`config.mk`:
```
export PLATFORM = sky130hd
export DESIGN_NAME = score_display_mux
export DESIGN_NICKNAME = d
export VERILOG_FILES = /design/src/rtl/score_display_mux.sv
export SDC_FILE = /design/constraint.sdc
export NUM_CORES = 1
export LEC_CHECK = 0
export CAP_MARGIN = 20
export CORE_MARGIN = 10
export CORE_UTILIZATION = 42
export DETAILED_ROUTE_END_ITERATION = 7
export DONT_BUFFER_PORTS = 1
export PLACE_DENSITY_LB_ADDON = 0.05
export SYNTH_ARGS = -nofsm -noshare
export SYNTH_HDL_FRONTEND = slang
export SYNTH_SLANG_ARGS = --single-unit
```
`constraint.sdc`:
```
create_clock -name clk -period 5.1 [get_ports clk]
set_input_delay 0.51 -clock clk [delete_from_list [all_inputs] [get_ports clk]]
set_output_delay 0.51 -clock clk [all_outputs]
set_load 0.05 [all_outputs]
```
`src/rtl/score_display_mux.sv`:
```
// score_display_mux: four-digit multiplexed score display with per-frame digit snapshot,
// leading-zero blanking, player-separator decimal point and game-over blink.
module score_display_mux #(
  parameter int PRESCALE    = 100000,
  parameter int BLINK_TICKS = 250
) (
  input  logic       clk,
  input  logic       reset,
  input  logic [3:0] dig0,
  input  logic [3:0] dig1,
  input  logic [3:0] dig2,
  input  logic [3:0] dig3,
  input  logic       blink_en,
  output logic [3:0] an,
  output logic [6:0] seg,
  output logic       dp
);
  localparam int CW = $clog2(PRESCALE);
  localparam int BW = (BLINK_TICKS > 1) ? $clog2(BLINK_TICKS) : 1;
  logic [CW-1:0]     r_cnt;
  logic [1:0]        r_idx;
  logic [3:0][3:0]   r_sh;
  logic [BW-1:0]     r_slot;
  logic              r_hidden;
  logic              w_tick;
  logic              w_hide;
  logic              w_blank;
  logic [3:0]        w_dig;
  logic [6:0]        w_seg;
  assign w_tick  = r_cnt == CW'(PRESCALE - 1);
  assign w_dig   = r_sh[r_idx];
  assign w_hide  = blink_en && r_hidden;
  // Only the tens positions (odd indices) are blanked when zero.
  assign w_blank = r_idx[0] && (w_dig == 4'd0);
  always_comb begin
    w_seg = 7'h3F;
    case (w_dig)
      4'd0: w_seg = 7'h40;
      4'd1: w_seg = 7'h79;
      4'd2: w_seg = 7'h24;
      4'd3: w_seg = 7'h30;
      4'd4: w_seg = 7'h19;
      4'd5: w_seg = 7'h12;
      4'd6: w_seg = 7'h02;
      4'd7: w_seg = 7'h78;
      4'd8: w_seg = 7'h00;
      4'd9: w_seg = 7'h10;
      default: w_seg = 7'h3F;
    endcase
  end
  always_ff @(posedge clk or posedge reset) begin
    if (reset) begin
      r_cnt    <= '0;
      r_idx    <= '0;
      r_sh     <= '0;
      r_slot   <= '0;
      r_hidden <= 1'b0;
      an       <= 4'hF;
      seg      <= 7'h7F;
      dp       <= 1'b1;
    end else begin
      r_cnt <= w_tick ? '0 : r_cnt + 1'b1;
      if (!blink_en) begin
        r_slot   <= '0;
        r_hidden <= 1'b0;
      end else if (w_tick) begin
        r_slot   <= (r_slot == BW'(BLINK_TICKS - 1)) ? '0 : r_slot + 1'b1;
        r_hidden <= (r_slot == BW'(BLINK_TICKS - 1)) ? ~r_hidden : r_hidden;
      end
      if (w_tick) begin
        r_idx <= r_idx + 2'd1;
        if (r_idx == 2'd3) r_sh <= {dig3, dig2, dig1, dig0};
        an  <= w_hide ? 4'hF : ~(4'b0001 << r_idx);
        seg <= w_blank ? 7'h7F : w_seg;
        dp  <= w_hide || (r_idx != 2'd2);
      end
    end
  end
endmodule

```
==> summary.md, run 1 <==
| Metric | Value |
|---|---|
| DRT iter0 DRCs | 50 |
| Core area | 0.00639 mm² |
| DRT antenna net count | 0 |
| Uppermost layer routed | met4 |
| Vias in the first global route | ~1900 |
| CP Class | reg -> reg |
| Drt total wl | between 5000 and 6000 µm |
| TNS Setup | 0 ps |
| TritonCTS buffer count | 5 |
| Reg2reg path depth | 5 |
| Fraction of registers with async set/reset | 100% |
| Slowest-stage cell, CP | dfrtp_1 |
| Top cells by area, synth | dfrtp_1, dfstp_2, mux2_2, ha_1, nor2_1 |
| Post-synth top area cell | dfrtp_1 |
| Vias per cell | approximately 5.4 |
| Reg2reg setup slack | approximately 2700 ps |
| Final instance area | 0.00296 mm² |
| Gpl congestion | roughly 0.75 |
| Hold Fails Final Rpt | 0 |
| Reg clk slew, reported paths | 100 ps |
| Synthesized cell area | between 0.002 and 0.003 mm² |
| Clock sinks | 55 |
| Area after DPL | 0.00286 mm² |
| Largest stage delay, worst path | approximately 590 ps |
| Slew margin rel. | a little over two fifths |
| RSZ-0062 raised after global routing | no |
| Initial antenna violation count | 0 |
| Pre-Repair DR Iteration Count | 4 |
| Critical path required time | between 5000 and 6000 ps |
| Netlist cell types | 44 |
| Register area share after synthesis | 50.0% |
| Layout cells sized above 1 | between 10% and 20% |
| Wire length on met3 | 279 µm |
| CTS Buffer Depth | 2 |
| Clk Tree Root Cell | clkbuf_8 |
| PwrDens | approximately 250 mW/mm² |
| CTS H-tree depth | 2 |
| Syn Area/Cell | between 10 and 15 µm² |
| Max IR drop VDD | between 0.0001 and 0.00015 V |
| Hold Crit Class | in -> async |
| Final setup viols | 0 |
| Setup bufs post-CTS | 0 |
| CTS tree | done |
| Main synth FF type | dfrtp_1 |
| Largest net degree at the start of global routing | 56 |
| N_diodes | 0 |
| Metal-1 WL | roughly 2600 µm |
| CP Max Fanout | 9 |
| Final Cycle Share | roughly 48% |
| DRC viols | 0 |
| Io pins | 31 |
| Post-route core utilization | a little under half |
| Post-Syn Nets | 295 |
| EDFF count, synth | 0 |
| DR WL/cell | 16.1 µm |
| Routed wl met2 | about 2600 µm |
| Slew Limit Fails | 0 |
| Status | completed |
| Crit path capture type | register |
| Arr. time, crit path | about 2700 ps |
| Die height | approximately 100 µm |
| Register bit total from synthesis | 55 |
| Grt ovf | 0 |
| Fmax achieved | between 0.4 and 0.5 GHz |
| Synth top area share | 39.6% |
| # Max-Cap Violations | 0 |
| CP Launch Type | register |
| Post-DP HPWL | between 3000 and 4000 µm |
| Reg-to-Reg End | seg[1]$_DFFE_PP1N_ |
| Final layout net count | between 200 and 300 |
| GR Util All Layers | a little under an eighth |
| Cell breakdown of the critical path | mux2_2 > mux2i_1 > nor2_1 > a2111oi_0 > nor2_1 |
| Chip Width | just over 100 µm |
| Post_cts resized | 0 |
| Fin Clk Skew | 6.20 ps |
| R2R Path Start | r_idx[1]$_DFFE_PP0N_ |
| Worst Tran Pin Value | 835 ps |
| Top cell by count, worst path | nor2_1 |
| Die footprint | between 0.01 and 0.015 mm² |
| Area Growth Syn to Fin | 6.47% |
| Starting Density | between 40% and 50% |
| Post-route minimum period | between 2000 and 2500 ps |
| Post-Syn Instances | 263 |
| Clk_lat worst skew | around 310 ps |
| IO buf count | 0 |
| YS warnings | 0 |
| Worst hold slack | between 200 and 300 ps |
| Vias | between 1500 and 2000 |
| Static leakage | between 1 and 1.5 nW |
| First-pass GRT wire length | ~9400 µm |
| Post-cts hold buffer count | 0 |
| Core Rows | 29 |
-- synthesized netlist by cell type, types with 4 or more instances --
master,number
a21boi_0,4
a21oi_1,5
a31oi_1,4
clkbuf_1,4
dfrtp_1,44
dfstp_2,11
ha_1,13
inv_1,10
mux2_2,18
nand2_1,27
nand3_1,12
nor2_1,34
nor3_1,4
o21ai_0,9
or3_1,4
xnor2_1,11
xor2_1,6
-- cell families after synthesis --
| logic type | count (synthesis) | synth area share (%) |
|---|---|---|
| AO/OA/AOI/OAI | 30 | 6.74 |
| buffers and inverters | 19 | 2.83 |
| multiplexers | 23 | 10.4 |
| XOR/XNOR | 17 | 5.35 |
| adder cells (fa/ha/maj) | 13 | 5.85 |
| flip-flops | 55 | 50.0 |
| AND/OR/NAND/NOR | 106 | 18.8 |
-- stage by stage --
stage,total power [mW],setup slack (ps),instances
CTS,0.759,2670,341
finish,0.747,2660,341
global route,0.776,2470,341
floorplan,0.477,2840,263
global placement,0.485,2690,333
detailed placement,0.485,2690,333
-- report_power, final --
part	internal [mW]	switching, mW
clock network	0.124	0.147
registers	0.443	0.00291
logic	0.0120	0.0184
total	0.579	0.168
-- routing by layer --
layer / track usage (%) / up-vias
met5: 0 / -
met4: 3.86 / 0
met3: 3.95 / 6
met2: 18.2 / 31
li1: - / 895
met1: 13.9 / 914
-- worst max-delay path: cells and delay by family (launching register included) --
kind | cells | cell delay [ps]
mux | 2 | 980
flops | 1 | 590
compound gates | 1 | 540
simple gates | 2 | 240
-- state kept, by name, summed over array words and instances, names as in the netlist --
| register | cells |
|---|---|
| an | 4 |
| r_slot | 8 |
| seg | 7 |
| r_idx | 2 |
| r_cnt | 17 |
| r_sh | 16 |
| r_hidden | 1 |
-- placed cells by master (no fill, tap or decap), types with 2 or more instances in the layout --
| cell | n |
|---|---|
| buf_4 | 2 |
| nor2b_1 | 3 |
| a31oi_1 | 4 |
| nand4_1 | 2 |
| a2111oi_0 | 2 |
| mux2i_1 | 2 |
| o21ai_0 | 9 |
| a21boi_0 | 4 |
| nand3b_1 | 2 |
| xnor2_1 | 11 |
| dfstp_2 | 11 |
| nand3_1 | 12 |
| dfrtp_1 | 44 |
| mux2_2 | 18 |
| nand2_1 | 27 |
| nor2_1 | 34 |
| a21o_1 | 2 |
| and2b_1 | 2 |
| ha_1 | 13 |
| mux4_2 | 3 |
| xor2_1 | 6 |
| clkbuf_8 | 7 |
| a21oi_1 | 5 |
| inv_1 | 9 |
| nor3_1 | 4 |
| or3_1 | 4 |
| and3_1 | 3 |
| a21boi_1 | 3 |
-- layout make-up --
| class | count | area, µm² |
|---|---|---|
| Sequential cell | 55 | 1390 |
| Clock buffer | 7 | 96.3 |
| Timing Repair Buffer | 2 | 15.0 |
| Tap cell | 77 | 96.3 |
| Multi-Input combinational cell | 189 | 1320 |
| Clock inverter | 1 | 7.51 |
| Fill cell | 616 | 3420 |
| Inverter | 10 | 37.5 |
-- how the worst max path moves through the flow --
stage	start	end	slack [ps]	cells after the start
floorplan	r_idx[1]$_DFFE_PP0N_	seg[0]$_DFFE_PP1N_	2840	9
global placement	r_idx[1]$_DFFE_PP0N_	seg[0]$_DFFE_PP1N_	2690	8
global route	r_idx[1]$_DFFE_PP0N_	seg[1]$_DFFE_PP1N_	2470	5
CTS	r_idx[1]$_DFFE_PP0N_	seg[0]$_DFFE_PP1N_	2670	8
finish	r_idx[1]$_DFFE_PP0N_	seg[1]$_DFFE_PP1N_	2660	5
detailed placement	r_cnt[12]$_DFF_PP0_	r_sh[11]$_DFFE_PP0P_	2690	4
No activity file was read; power rests on OpenSTA's default activity.
==> run 2, diff against run 1 <==
- clock period: 5.1 -> 2.35 ns (I/O delays scaled with it)
==> run 2 against run 1 <==
Effect of this change: clock skew about the same; critical path depth unchanged; largest cell class unchanged; hold slack worse by 200 ps.
==> summary.md, run 2 (synthesized netlist as in run 1, its figures left out) <==
| Metric | Value |
|---|---|
| Chip Width | 101 µm (unchanged) |
| DRT antenna net count | 0 (unchanged) |
| Reg2reg setup slack | 180 ps (was 2660 ps) |
| Slew Limit Fails | 0 (unchanged) |
| Switching Power | 364 µW (was 168 µW) |
| Slowest-stage cell, CP | or4b_4 (was dfrtp_1) |
| Arr. time, crit path | 2400 ps (was 2670 ps) |
| Max IR drop VDD | 0.000327 V (was 0.000140 V) |
| Final Cycle Share | 92.2% (was 47.9%) |
| Reg clk slew, reported paths | 100 ps (about the same) |
| Initial antenna violation count | 0 (unchanged) |
| CP Max Fanout | 11 (was 9) |
| Slew margin rel. | 65.6% (was 43.9%) |
| Hold Fails Final Rpt | 0 (unchanged) |
| CP Class | reg -> reg (unchanged) |
| Die footprint | 0.0103 mm² (unchanged) |
| Worst path top cell family by delay | simple AND/OR/NAND/NOR gates (was multiplexers) |
| Vias per cell | 5.26 (was 5.41) |
| Most frequent cells in the layout | dfrtp_1, nor2_1, nand2_1 (unchanged) |
| Switch share | 20.4% (was 22.5%) |
| Max reg flops | 17 (unchanged) |
| Pre-Repair DR Iteration Count | 4 (unchanged) |
| Final setup viols | 0 (unchanged) |
| Crit path capture type | register (unchanged) |
| Status | completed (unchanged) |
| Worst Setup SP | r_cnt[12]$_DFF_PP0_ (was r_idx[1]$_DFFE_PP0N_) |
| N_diodes | 0 (unchanged) |
| Io pins | 31 (unchanged) |
| Largest stage delay, worst path | 560 ps (was 590 ps) |
| Area occupied by multi-input gates | 0.00133 mm² (was 0.00132 mm²) |
| DRC viols | 0 (unchanged) |
| Clk pwr share | 41.6% (was 36.3%) |
| Regs by FF count | r_cnt: 17 flops, r_sh: 16 flops, r_slot: 8 flops (unchanged) |
| Internal power | 1.42 mW (was 579 µW) |
| Register area | 0.00139 mm² (about the same) |
| Largest net degree at the start of global routing | 23 (was 56) |
| Crit path to | r_slot[5]$_DFFE_PP0P_ (was seg[1]$_DFFE_PP1N_) |
| Post-route minimum period | 2170 ps (was 2440 ps) |
| Worst Tran Pin Value | 516 ps (was 835 ps) |
| Vias in the first global route | 1897 (was 1925) |
| CTS tree | done (unchanged) |
| Post-DP HPWL | 4180 µm (was 3850 µm) |
| Gpl congestion | 0.788 (was 0.749) |
| # Max-Cap Violations | 0 (unchanged) |
| Clock sinks | 55 (unchanged) |
| Reg-to-Reg End | r_slot[5]$_DFFE_PP0P_ (was seg[1]$_DFFE_PP1N_) |
| Layout cells sized above 1 | 22.3% (was 18.9%) |
| PwrDens | 578 mW/mm² (was 252 mW/mm²) |
| RSZ-0062 raised after global routing | no (unchanged) |
| DR WL/cell | 15.8 µm (was 16.1 µm) |
| WP depth | 5 (unchanged) |
| Hold Crit Class | in -> reg (was in -> async) |
| TNS Setup | 0 ps (unchanged) |
| Die height | 101 µm (unchanged) |
| Grt ovf | 0 (unchanged) |
| Clk_lat worst skew | 300 ps (was 310 ps) |
| Sequential power share | 54.3% (was 59.7%) |
| Static leakage | 1.31 nW (was 1.23 nW) |
| CTS Buffer Depth | 2 (unchanged) |
| GR Util All Layers | 11.3% (about the same) |
| Core Rows | 29 (unchanged) |
| Worst Path Buf+Inv | 0 (unchanged) |
| Reg2reg path depth | 5 (unchanged) |
| Vias | 1847 (was 1846) |
| Cell breakdown of the critical path | or4b_4 > and4bb_2 > nand2_1 > or3_1 > a21boi_0 (was mux2_2 > mux2i_1 > nor2_1 > a2111oi_0 > nor2_1) |
| Final layout net count | 305 (was 295) |
| Largest reg by FF count | r_cnt (unchanged) |
| Post-route core utilization | 48.3% (was 46.4%) |
| Fin Clk Skew | 6.21 ps (was 6.20 ps) |
| CP Launch Type | register (unchanged) |
| R2R Path Start | r_cnt[12]$_DFF_PP0_ (was r_idx[1]$_DFFE_PP0N_) |
| Critical path required time | 2580 ps (was 5330 ps) |
| IO buf count | 0 (unchanged) |
| Starting Density | 43.6% (unchanged) |
| TritonCTS buffer count | 5 (unchanged) |
| Clk Tree Root Cell | clkbuf_8 (unchanged) |
| DRT iter0 DRCs | 35 (was 50) |
| CTS H-tree depth | 2 (unchanged) |
| Layout fillers | 611 (was 616) |
| First-pass GRT wire length | 9430 µm (was 9360 µm) |
| Drt total wl | 5550 µm (was 5500 µm) |
| Area Growth Syn to Fin | 10.8% (was 6.47%) |
| Most common cell after layout, fill and taps aside | dfrtp_1 (unchanged) |
| Core area | 0.00639 mm² (unchanged) |
| Fmax achieved | 0.461 GHz (was 0.409 GHz) |
| Comb pwr share | 4.1% (about the same) |
[run 2: cell types whose count changed in the layout (fill, tap and decap cells not counted), sizes merged]
cell,previous run,this run
clkbuf,7,5
buf,2,11
bufinv,0,2
dlygate4sd3,0,1
[run 2: cell type report]
cell class | instances | area share, %
clock buffer | 5 | 2.23
clock inverter | 3 | 2.19
inverter | 10 | 1.22
multi-input combinational | 189 | 43.1
sequential | 55 | 45.1
tap | 77 | 3.12
timing repair buffer | 12 | 3.00
[run 2: repair_timing]
action | in CTS | in global routing
gates resized for setup | 0 | 3
hold buffers | 1 | 0
endpoints found under the hold margin | 12 | 0
setup buffers | 0 | 0
endpoints found under the setup margin | 0 | 8
[run 2: worst min-delay path by stage]
stage / start / cells past startpoint / to
2_1_floorplan: blink_en / 1 / r_hidden$_DFFE_PP0P_
3_3_place_gp: reset / 1 / r_cnt[15]$_DFF_PP0_
3_5_place_dp: reset / 1 / r_cnt[14]$_DFF_PP0_
4_1_cts: blink_en / 1 / r_slot[7]$_DFFE_PP0P_
5_1_grt: blink_en / 1 / r_hidden$_DFFE_PP0P_
6_report: blink_en / 1 / r_slot[7]$_DFFE_PP0P_
[run 2: worst reg2reg max path, cell delays in order, from the launching register on]
cell      delay, ps
dfrtp_1         420
or4b_4          560
and4bb_2        520
nand2_1         120
or3_1           300
a21boi_0        170
[run 2: metal layers]
| metal | global-route usage (%) | vias up | share of wire (%) |
|---|---|---|---|
| met2 | 18.0 | 19 | 48 |
| met5 | 0 | - | 0 |
| met1 | 14.5 | 908 | 48 |
| met4 | 3.75 | 0 | 0.96 |
| met3 | 3.13 | 4 | 3.8 |
| li1 | - | 916 | - |
[run 2: per-stage QoR]
stage / setup WS (ps) / area [µm²] / total power, mW / hold WS (ps) / std cells
finish: 182 / 3080 / 1.78 / 63.0 / 351
global route: 25.1 / 3080 / 1.85 / 49.8 / 351
CTS: 45.1 / 3070 / 1.81 / 53.7 / 351
detailed placement: 68.1 / 2930 / 1.06 / 115 / 342
global placement: 109 / 2930 / 1.06 / 114 / 342
floorplan: 85.7 / 2780 / 1.04 / 364 / 263
[run 2: power groups by stage]
| stage | Sequential (mW) | Clock, mW | Combinational [mW] |
|---|---|---|---|
| after detailed placement | 0.985 | 0 | 0.0731 |
| after floorplan | 0.983 | 0 | 0.0530 |
| final | 0.967 | 0.741 | 0.0725 |
| after global placement | 0.985 | 0 | 0.0728 |
| after global routing | 0.969 | 0.802 | 0.0830 |
| after CTS | 0.967 | 0.771 | 0.0749 |
